$ cat src/rtl/alu_pkg.sv
// Shared types and widths for the ALU operand stage.
package alu_pkg;

    localparam int unsigned REG_IDX_W = 4;
    localparam int unsigned OP_SEL_W  = 3;

    typedef enum logic [OP_SEL_W-1:0] {
        REG_REG = 3'd0,
        REG_IMM = 3'd1,
        BRANCH  = 3'd2,
        JUMP    = 3'd3,
        LW_SW   = 3'd4,
        NONE    = 3'd5
    } op_sel_t;

endpackage

$ cat src/rtl/operand_mux.sv
// Combinational ALU operand selection, extension and (with FORWARDING_EN) write-back forwarding.
module operand_mux
    import alu_pkg::*;
#(
    parameter int unsigned DATA_W   = 32,
    parameter int unsigned IMM_W    = 16,
    parameter int unsigned OFF_W    = 20,
    parameter int unsigned PC_W     = 20,
    parameter int unsigned OFF_SEXT = 0
) (
    input  logic [OP_SEL_W-1:0]  i_op_sel,
    input  logic                 i_imm_signed,
`ifdef FORWARDING_EN
    input  logic [REG_IDX_W-1:0] i_rs1_idx,
    input  logic [REG_IDX_W-1:0] i_rs2_idx,
    input  logic                 i_fwd_valid,
    input  logic [REG_IDX_W-1:0] i_fwd_idx,
    input  logic [DATA_W-1:0]    i_fwd_data,
`endif
    input  logic [DATA_W-1:0]    i_reg_out1,
    input  logic [DATA_W-1:0]    i_reg_out2,
    input  logic [IMM_W-1:0]     i_instr_imm,
    input  logic [OFF_W-1:0]     i_instr_offset,
    input  logic [PC_W-1:0]      i_pc,
    output logic [DATA_W-1:0]    o_op1_c,
    output logic [DATA_W-1:0]    o_op2_c
);

    localparam int unsigned IMM_PAD = DATA_W - IMM_W;
    localparam int unsigned OFF_PAD = DATA_W - OFF_W;
    localparam int unsigned PC_PAD  = DATA_W - PC_W;

    logic [DATA_W-1:0] w_src1;
    logic [DATA_W-1:0] w_src2;
    logic [DATA_W-1:0] w_imm_ext;
    logic [DATA_W-1:0] w_off_ext;
    logic [DATA_W-1:0] w_pc_ext;
    op_sel_t           w_op;

`ifdef FORWARDING_EN
    // Register $0 is hard-wired, so it is never replaced by a write-back value.
    assign w_src1 = (i_fwd_valid && (i_fwd_idx == i_rs1_idx) && (i_rs1_idx != '0)) ? i_fwd_data : i_reg_out1;
    assign w_src2 = (i_fwd_valid && (i_fwd_idx == i_rs2_idx) && (i_rs2_idx != '0)) ? i_fwd_data : i_reg_out2;
`else
    assign w_src1 = i_reg_out1;
    assign w_src2 = i_reg_out2;
`endif

    assign w_imm_ext = i_imm_signed ? {{IMM_PAD{i_instr_imm[IMM_W-1]}}, i_instr_imm}
                                    : {{IMM_PAD{1'b0}}, i_instr_imm};
    assign w_off_ext = (OFF_SEXT != 0) ? {{OFF_PAD{i_instr_offset[OFF_W-1]}}, i_instr_offset}
                                       : {{OFF_PAD{1'b0}}, i_instr_offset};
    assign w_pc_ext  = {{PC_PAD{1'b0}}, i_pc};
    assign w_op      = op_sel_t'(i_op_sel);

    always_comb begin
        o_op1_c = '0;
        o_op2_c = '0;
        case (w_op)
            REG_REG: begin o_op1_c = w_src1;   o_op2_c = w_src2;    end
            REG_IMM: begin o_op1_c = w_src1;   o_op2_c = w_imm_ext; end
            BRANCH:  begin o_op1_c = w_pc_ext; o_op2_c = w_off_ext; end
            JUMP:    begin o_op1_c = '0;       o_op2_c = w_off_ext; end
            LW_SW:   begin o_op1_c = w_src1;   o_op2_c = w_off_ext; end
            default: begin o_op1_c = '0;       o_op2_c = '0;        end
        endcase
    end

endmodule

$ cat src/rtl/alu_operand_stage.sv
// ALU operand stage: operand_mux feeding a 2-entry skid buffer with valid/ready handshake.
// Define FORWARDING_EN to add write-back forwarding (fwd_* ports).
module alu_operand_stage
    import alu_pkg::*;
#(
    parameter int unsigned DATA_W   = 32,
    parameter int unsigned IMM_W    = 16,
    parameter int unsigned OFF_W    = 20,
    parameter int unsigned PC_W     = 20,
    parameter int unsigned OFF_SEXT = 0
) (
    input  logic                 clk,
    input  logic                 rst_n,
    input  logic                 flush,
    input  logic                 in_valid,
    output logic                 in_ready,
    input  logic [OP_SEL_W-1:0]  op_sel,
    input  logic                 imm_signed,
    input  logic [REG_IDX_W-1:0] rs1_idx,
    input  logic [REG_IDX_W-1:0] rs2_idx,
    input  logic [DATA_W-1:0]    reg_out1,
    input  logic [DATA_W-1:0]    reg_out2,
    input  logic [IMM_W-1:0]     instr_imm,
    input  logic [OFF_W-1:0]     instr_offset,
    input  logic [PC_W-1:0]      pc,
`ifdef FORWARDING_EN
    input  logic                 fwd_valid,
    input  logic [REG_IDX_W-1:0] fwd_idx,
    input  logic [DATA_W-1:0]    fwd_data,
`endif
    output logic                 out_valid,
    input  logic                 out_ready,
    output logic [DATA_W-1:0]    alu_in1,
    output logic [DATA_W-1:0]    alu_in2
);

    localparam int unsigned CNT_W = 2;
    localparam int unsigned DEPTH = 2;

    logic [DATA_W-1:0] w_op1;
    logic [DATA_W-1:0] w_op2;
    logic              w_push;
    logic              w_pop;

    logic [DATA_W-1:0] r_mem1 [DEPTH];
    logic [DATA_W-1:0] r_mem2 [DEPTH];
    logic              r_wr_ptr;
    logic              r_rd_ptr;
    logic [CNT_W-1:0]  r_count;

    logic              w_wr_ptr_nxt;
    logic              w_rd_ptr_nxt;
    logic [CNT_W-1:0]  w_count_nxt;

    operand_mux #(
        .DATA_W   (DATA_W),
        .IMM_W    (IMM_W),
        .OFF_W    (OFF_W),
        .PC_W     (PC_W),
        .OFF_SEXT (OFF_SEXT)
    ) u_operand_mux (
        .i_op_sel       (op_sel),
        .i_imm_signed   (imm_signed),
`ifdef FORWARDING_EN
        .i_rs1_idx      (rs1_idx),
        .i_rs2_idx      (rs2_idx),
        .i_fwd_valid    (fwd_valid),
        .i_fwd_idx      (fwd_idx),
        .i_fwd_data     (fwd_data),
`endif
        .i_reg_out1     (reg_out1),
        .i_reg_out2     (reg_out2),
        .i_instr_imm    (instr_imm),
        .i_instr_offset (instr_offset),
        .i_pc           (pc),
        .o_op1_c        (w_op1),
        .o_op2_c        (w_op2)
    );

`ifndef FORWARDING_EN
    // Source indices only matter for forwarding.
    logic w_unused_idx;
    assign w_unused_idx = ^{rs1_idx, rs2_idx};
`endif

    // Handshake flags derive only from the registered count.
    assign in_ready  = (r_count != CNT_W'(DEPTH));
    assign out_valid = (r_count != '0);
    assign w_push    = in_valid && in_ready;
    assign w_pop     = out_valid && out_ready;

    assign alu_in1 = out_valid ? r_mem1[r_rd_ptr] : '0;
    assign alu_in2 = out_valid ? r_mem2[r_rd_ptr] : '0;

    // Pointer/count next state; flush overrides any push or pop.
    always_comb begin
        w_wr_ptr_nxt = r_wr_ptr;
        w_rd_ptr_nxt = r_rd_ptr;
        w_count_nxt  = r_count;
        if (flush) begin
            w_wr_ptr_nxt = 1'b0;
            w_rd_ptr_nxt = 1'b0;
            w_count_nxt  = '0;
        end else begin
            if (w_push) w_wr_ptr_nxt = r_wr_ptr + 1'b1;
            if (w_pop)  w_rd_ptr_nxt = r_rd_ptr + 1'b1;
            case ({w_push, w_pop})
                2'b10:   w_count_nxt = r_count + CNT_W'(1);
                2'b01:   w_count_nxt = r_count - CNT_W'(1);
                default: w_count_nxt = r_count;
            endcase
        end
    end

    always_ff @(posedge clk or negedge rst_n) begin
        if (!rst_n) begin
            r_wr_ptr <= 1'b0;
            r_rd_ptr <= 1'b0;
            r_count  <= '0;
            for (int i = 0; i < int'(DEPTH); i++) begin
                r_mem1[i] <= '0;
                r_mem2[i] <= '0;
            end
        end else begin
            r_wr_ptr <= w_wr_ptr_nxt;
            r_rd_ptr <= w_rd_ptr_nxt;
            r_count  <= w_count_nxt;
            if (w_push && !flush) begin
                r_mem1[r_wr_ptr] <= w_op1;
                r_mem2[r_wr_ptr] <= w_op2;
            end
        end
    end

endmodule

$ cat config.mk
export PLATFORM = sky130hd
export DESIGN_NAME = alu_operand_stage
export DESIGN_NICKNAME = d
export VERILOG_FILES = /design/src/rtl/alu_pkg.sv /design/src/rtl/operand_mux.sv /design/src/rtl/alu_operand_stage.sv
export SDC_FILE = /design/constraint.sdc
export NUM_CORES = 1
export LEC_CHECK = 0
export ABC_CLOCK_PERIOD_IN_PS = 1700
export BUFFER_PORTS_ARGS = -buffer_cell sky130_fd_sc_hd__buf_4
export CAP_MARGIN = 5
export CORE_MARGIN = 2
export CORE_UTILIZATION = 40
export DETAILED_ROUTE_END_ITERATION = 6
export PLACE_DENSITY_LB_ADDON = 0.2
export SLEW_MARGIN = 20
export SYNTH_ARGS = -nofsm -noshare
export SYNTH_HDL_FRONTEND = slang
export SYNTH_SLANG_ARGS = --single-unit
$ cat constraint.sdc
create_clock -name clk -period 1.7 [get_ports clk]
set_input_delay 0.17 -clock clk [delete_from_list [all_inputs] [get_ports clk]]
set_output_delay 0.17 -clock clk [all_outputs]
set_load 0.02 [all_outputs]
==> results of run 1 <==
-- flip-flops by register name, indices dropped and copies added, names as in the netlist --
name and cells:
r_mem1 64, r_mem2 64, r_count 2, r_rd_ptr 1
r_wr_ptr 1
-- power by group --
| group | leakage [nW] | internal [mW] | total (mW) | switching (mW) |
|---|---|---|---|---|
| Sequential | 1.72 | 3.73 | 4.13 | 0.406 |
| Combinational | 2.95 | 1.74 | 2.94 | 1.20 |
| Clock | 0.271 | 2.15 | 3.48 | 1.33 |
| Total | 4.94 | 7.62 | 10.6 | 2.94 |
-- cell usage after synthesis --
library cell,instances
a22o_1,32
mux2i_1,79
buf_12,12
and2b_1,1
mux2_2,9
xor2_1,1
nor2_1,68
nor3b_1,2
o211ai_1,16
nor4bb_1,1
clkbuf_1,12
a31oi_1,16
buf_8,2
a21o_1,1
buf_2,22
and2_1,12
and3_4,2
nand3_1,1
buf_4,2
a21oi_1,4
nor3_2,1
or4bb_1,15
dfrtp_1,132
inv_1,4
a221o_1,1
nand3b_1,16
buf_1,3
a22oi_1,5
mux2_4,112
or2_1,1
nor2b_1,2
o21ai_0,7
-- cell type report --
cell class	instances	area (um^2)	share of cell area (%)
multi-input cells	405	4350	39.4
flip-flops and latches	132	3310	30.0
repair buffers	248	2490	22.6
clock buffers	23	488	4.43
well taps	234	293	2.66
clock inverters	8	76.3	0.693
inverters	4	17.5	0.159
-- worst max-delay path: cells and delay by family (launching register included) --
kind / cells / cell delay, ns
simple gates: 2 / 0.21
flops: 1 / 0.38
buf+inv: 4 / 0.61
-- path summary, 6_finish.rpt --
kind                            start    endpoint  slack (ns)  cells after the start
setup / recovery           r_count[1]  alu_in2[7]       -0.09                      6
hold / removal               in_valid  r_count[0]        0.06                      3
setup reg to reg           r_count[1]  r_mem1[33]        0.03                      5
min in group asynchronous       rst_n  r_mem2[22]        0.24                      2
hold reg to reg            r_mem1[29]  r_mem1[29]        0.51                      1
max in group asynchronous       rst_n  r_mem1[22]        0.86                      3
-- per-layer routing --
layer	share of wire [%]	track usage, %	up-vias
met5	0	0	-
met4	1.2	6.20	0
met3	3.5	5.01	19
met2	52	35.3	117
met1	43	25.6	2944
li1	-	-	2586
-- kinds of logic after synthesis --
logic type | after synthesis | synth area share, %
mux | 200 | 33.6
flops | 132 | 43.1
simple gates | 122 | 9.23
compound gates | 82 | 7.96
buf+inv | 57 | 6.08
xor+xnor | 1 | 0.114
-- stage by stage --
stage	power (mW)	setup slack, ns
floorplan	5.67	0.142
global placement	6.46	-0.0453
detailed placement	6.55	-0.0725
CTS	10.3	-0.149
global route	11.0	-0.162
finish	10.6	-0.0876
-- what timing repair did --
action / in CTS / in global routing
cloned: 6 / 6
setup buffers: 9 / 2
hold buffers: 2 / 0
pin swaps: 3 / 11
endpoints found under the hold margin: 40 / 0
gates resized for setup: 33 / 142
setup endpoints to repair: 65 / 79
==> flow_summary.toml, run 1 <==
[sta]
hold_slack_ns = 0.0557
tns_ns = -4.01
worst_slack_ns = -0.0876
max_freq_mhz = 559
final-max-slew-violation-count = 0
hold_violations = 0
finalSetupViolCount = 65
period_needed_ns = 1.79
rsz0062_at_grt = "yes"
slew_headroom_pct = 52.2
tightestPinTransition_ns = 0.714
fin_skew_ns = 0.00889
min_period_over_period_pct = 105

[yosys]
synthCells = 594
ys_seq_area_share_pct = 43.1
synth-warning-count = 0
syn-num-nets = 731
synth_cell_types = 32
netlist.area_leader.share_pct = 43.1
post_synth.cell_area_avg_um2 = 12.9
yosys_register_bits = 132
syn_area_um2 = 7670
synth_top_cell_by_area = "dfrtp_1"
yosys-top-cells-area = "dfrtp_1, mux2_4, mux2i_1"

[setup_path]
path_max_fanout = 7
critPathLaunchType = "flip-flop"
slowest_stage = "dfrtp_1"
cp_slowest_stage_delay_ns = 0.38
cp_cell_sequence = "buf_6 > nor2_4 > buf_8 > clkbuf_16 > nor2_2 > buf_6"
worstPathArrival_ns = 1.62
path_class = "flip-flop to output pin"
cp_data_required_time_ns = 1.53
crit_path_end_kind = "output pin"
cp_common_cell = "buf_6"

[die]
dieWidth_um = 142
core_um2 = 18800
fp.dieH_um = 142
die_area_um2 = 20300
num_rows = 50
ios = 203
start_util_pct = 40.9

[placement]
place_area_um2 = 9460
dp.cells = 1002
io_buffers = 194
place_congestion = 0.788
hpwl_um = 13700

[clocking]
cts_tree = "done"
cts_buffers = 17
htreeDepth = 4
insertion_delay_ns = 0.41
cts_root_buf = "clkbuf_16"
clock-sinks = 132
clk_pin_slew_ns = 0.06
cts_buffer_depth = 2

[detailed_routing]
wire_per_inst_um = 20.5
drc = 0
avgViaCountPerCell = 5.38
postRouteAntennaNets = 0
drtIter0Drc = 216
drt_first_pass_iters = 6
finalWirelength_um = 21600
vias = 5666

[global_route]
grt_pass1_vias = 5994
overflow = 0
grt_first_pass_wirelength_um = 32300
grt_max_degree = 47
antenna_found_initial = 0
track_usage_pct = 20.5

[final_layout]
final_cells = 1054
finish.net_count = 945
fin_area_um2 = 11000
layout.core_utilization_pct = 58.7
final_cell_mix = "buf_4, dfrtp_1, mux2_4, buf_6, mux2i_1"
antennaDiodeCount = 0
fill_cells = 1519
drive_gt1_share_pct = 58.8
layout_commonest_cell = "buf_4"
area_growth_pct = 43.6

[power_and_ir_drop]
vdd_drop_max_v = 0.000693
p_leak_nw = 4.94
power.density_nw_per_um2 = 958

[worst_hold_path]
hold_path.class = "primary input to flip-flop"

[status]
violations = "negative setup slack"
status = "finished with violations"

[flow_run]
max_cap_viol_count = 0
Note: power is estimated with default switching activity, not from simulation.
==> run 2: changes to the inputs <==
--- a/config.mk
+++ b/config.mk
@@ -5,14 +5,15 @@
 export SDC_FILE = /design/constraint.sdc
 export NUM_CORES = 1
 export LEC_CHECK = 0
-export ABC_CLOCK_PERIOD_IN_PS = 1700
+export ABC_CLOCK_PERIOD_IN_PS = 2200
 export BUFFER_PORTS_ARGS = -buffer_cell sky130_fd_sc_hd__buf_4
 export CAP_MARGIN = 5
 export CORE_MARGIN = 2
 export CORE_UTILIZATION = 40
 export DETAILED_ROUTE_END_ITERATION = 6
 export PLACE_DENSITY_LB_ADDON = 0.2
-export SLEW_MARGIN = 20
+export SLEW_MARGIN = 0
 export SYNTH_ARGS = -nofsm -noshare
 export SYNTH_HDL_FRONTEND = slang
+export SYNTH_HIERARCHICAL = 1
 export SYNTH_SLANG_ARGS = --single-unit
==> constraint.sdc (replaced) <==
create_clock -name clk -period 2.2 [get_ports clk]
set_input_delay 0.22 -clock clk [delete_from_list [all_inputs] [get_ports clk]]
set_output_delay 0.22 -clock clk [all_outputs]
set_load 0.02 [all_outputs]
==> run 2 against run 1 <==
Compared with the run above:
- the flow now finishes without violations
- largest cell class unchanged
- combinational power is 42% lower
- routed wire length fell by 19%
- total power is 25% lower
==> flow_summary.toml, run 2 <==
[status]
status = "complete, no violations"

[detailed_routing]
avgViaCountPerCell = 5.14
wire_per_inst_um = 17.2
drc = 0
drtIter0Drc = 171
postRouteAntennaNets = 0
drt_first_pass_iters = 4
finalWirelength_um = 17400
vias = 5219

[clocking]
htreeDepth = 4
clock-sinks = 132
clk_pin_slew_ns = 0.06
cts_root_buf = "clkbuf_16"
cts_tree = "done"
insertion_delay_ns = 0.41
cts_buffers = 17
cts_buffer_depth = 2

[power_and_ir_drop]
vdd_drop_max_v = 0.000525
p_leak_nw = 4.62
power.density_nw_per_um2 = 832

[yosys]
synth-warning-count = 6
synth_top_family_by_area = "multiplexers"
syn-num-nets = 724
synth-main-ff-cell = "dfrtp_1"
synth_most_common_cell = "dfrtp_1"
synth_compound_area_share_pct = 7.20
synthTopCellsByCount = "dfrtp_1, mux2_2, mux2i_1"
synth_top_cell_by_area = "dfrtp_1"
yosys_register_bits = 132
yosys-top-cells-area = "dfrtp_1, mux2_2, mux2i_1"
synth-simple-area-share_pct = 9.06
synth.area.mux_share_pct = 33.3
ys_seq_area_share_pct = 45.8
netlist.area_leader.share_pct = 45.8
synth_edf_count = 0
synth_fa_ha_area_share_pct = 0
synth_cell_types = 37
syn_area_um2 = 7210
post_synth.cell_area_avg_um2 = 12.3
synthCells = 587
synthXorXnorAreaFrac_pct = 0.121
async_flop_share_pct = 100

[final_layout]
final_cell_mix = "buf_4, dfrtp_1, mux2_2, mux2i_1, nor2_1"
layout_commonest_cell = "buf_4"
area_growth_pct = 32.6
finish.net_count = 911
fin_area_um2 = 9560
antennaDiodeCount = 0
seqCellArea_um2 = 3310
fill_cells = 1553
reg_top3 = "r_mem1 x64, r_mem2 x64, r_count x2"
multiInputGateArea_um2 = 3590
drive_gt1_share_pct = 48.5

[setup_path]
slowest_stage = "dfrtp_4"
crit_path_end_kind = "output pin"
path_max_fanout = 23
critPathLaunchType = "flip-flop"
worstPathArrival_ns = 1.80
reg2reg_slack_ns = 0.34
cp_slowest_stage_delay_ns = 0.63
critPathTopFamily = "flip-flops"
cp_data_required_time_ns = 1.98
cp_cell_sequence = "buf_12 > mux2i_1 > nor2_1 > buf_4"
r2r-start = "r_count[0]"
path_class = "flip-flop to output pin"
crit_start = "r_rd_ptr"
critPathBufInv = 2

[sta]
finalSetupViolCount = 0
period_needed_ns = 2.02
rsz0062_at_grt = "no"
max_freq_mhz = 495
hold_violations = 0
tightestPinTransition_ns = 0.511
slew_headroom_pct = 65.9
final-max-slew-violation-count = 0
tns_ns = 0
fin_skew_ns = 0.0101
min_period_over_period_pct = 91.8

[worst_hold_path]
hold_path.class = "primary input to flip-flop"
min_from = "out_ready"

[global_route]
overflow = 0
grt_first_pass_wirelength_um = 28700
grt_max_degree = 71
track_usage_pct = 18.5
grt_pass1_vias = 5586
antenna_found_initial = 0

[placement]
io_buffers = 194
place_congestion = 0.784
hpwl_um = 11900
place_area_um2 = 8870

[die]
core_um2 = 17800
dieWidth_um = 138
start_util_pct = 40.4
num_rows = 49
fp.dieH_um = 138
ios = 203
die_area_um2 = 19100

[flow_run]
max_cap_viol_count = 0
[run 2: layout make-up]
cell class	instances	share of cell area, %
Tap cell	229	3.00
Multi-Input combinational cell	406	37.6
Sequential cell	132	34.6
Clock buffer	20	4.78
Timing Repair Buffer	214	17.9
Inverter	3	0.118
Clock inverter	12	2.11
[run 2: cell families (layout without fill, tap and decap cells)]
logic type                Yosys count  in the layout
muxes                             209            209
DFF                               132            132
and+or+nand+nor                   131            131
AOI/OAI and AO/OA                  65             65
buffers and inverters              49            249
xor gates and xnor gates            1              1
[run 2: final timing paths]
path / cells past startpoint / to
setup / recovery: 4 / alu_in2[18]
hold / removal: 3 / r_count[1]
setup reg to reg: 5 / r_mem2[13]
hold reg to reg: 1 / r_mem2[48]
max in group asynchronous: 3 / r_rd_ptr
min in group asynchronous: 2 / r_mem2[11]
[run 2: metal layers]
layer / vias to the layer above / GRT usage (%) / part of all wire, %
met4: 0 / 5.37 / 1.0
met5: - / 0 / 0
met1: 2587 / 24.2 / 47
met3: 12 / 4.57 / 4.9
met2: 148 / 30.6 / 48
li1: 2472 / - / -
[run 2: worst register-to-register path: stages, from the launching register on]
cell	delay [ns]
dfrtp_1	0.45
and2b_2	0.30
inv_1	0.08
nand4b_1	0.17
buf_4	0.36
mux2_2	0.39
[run 2: stage by stage]
step / total power [mW] / utilization (%) / hold WS [ns] / cells / setup WS [ns]
after floorplan: 4.23 / - / -0.0756 / 587 / 0.412
after global placement: 4.80 / 49.7 / 0.190 / 981 / 0.374
after detailed placement: 4.88 / 49.7 / 0.192 / 981 / 0.328
after CTS: 8.06 / 53.6 / 0.0936 / 1016 / 0.130
after global routing: 8.35 / 53.6 / 0.110 / 1016 / 0.0693
final: 7.96 / 53.6 / 0.113 / 1016 / 0.180
[run 2: where the power goes]
part	internal, mW	total [mW]	switching, mW
sequential	2.88	3.12	0.243
clock	2.07	3.13	1.05
combinational	0.960	1.71	0.745
total	5.92	7.96	2.04
[run 2: what timing repair did]
| item | 4_1_cts | 5_1_grt |
|---|---|---|
| setup endpoints to repair | 1 | 0 |
| gates resized for setup | 0 | 0 |
| endpoints found under the hold margin | 34 | 0 |
| buffers inserted | 1 | 0 |
| hold buffers | 2 | 0 |
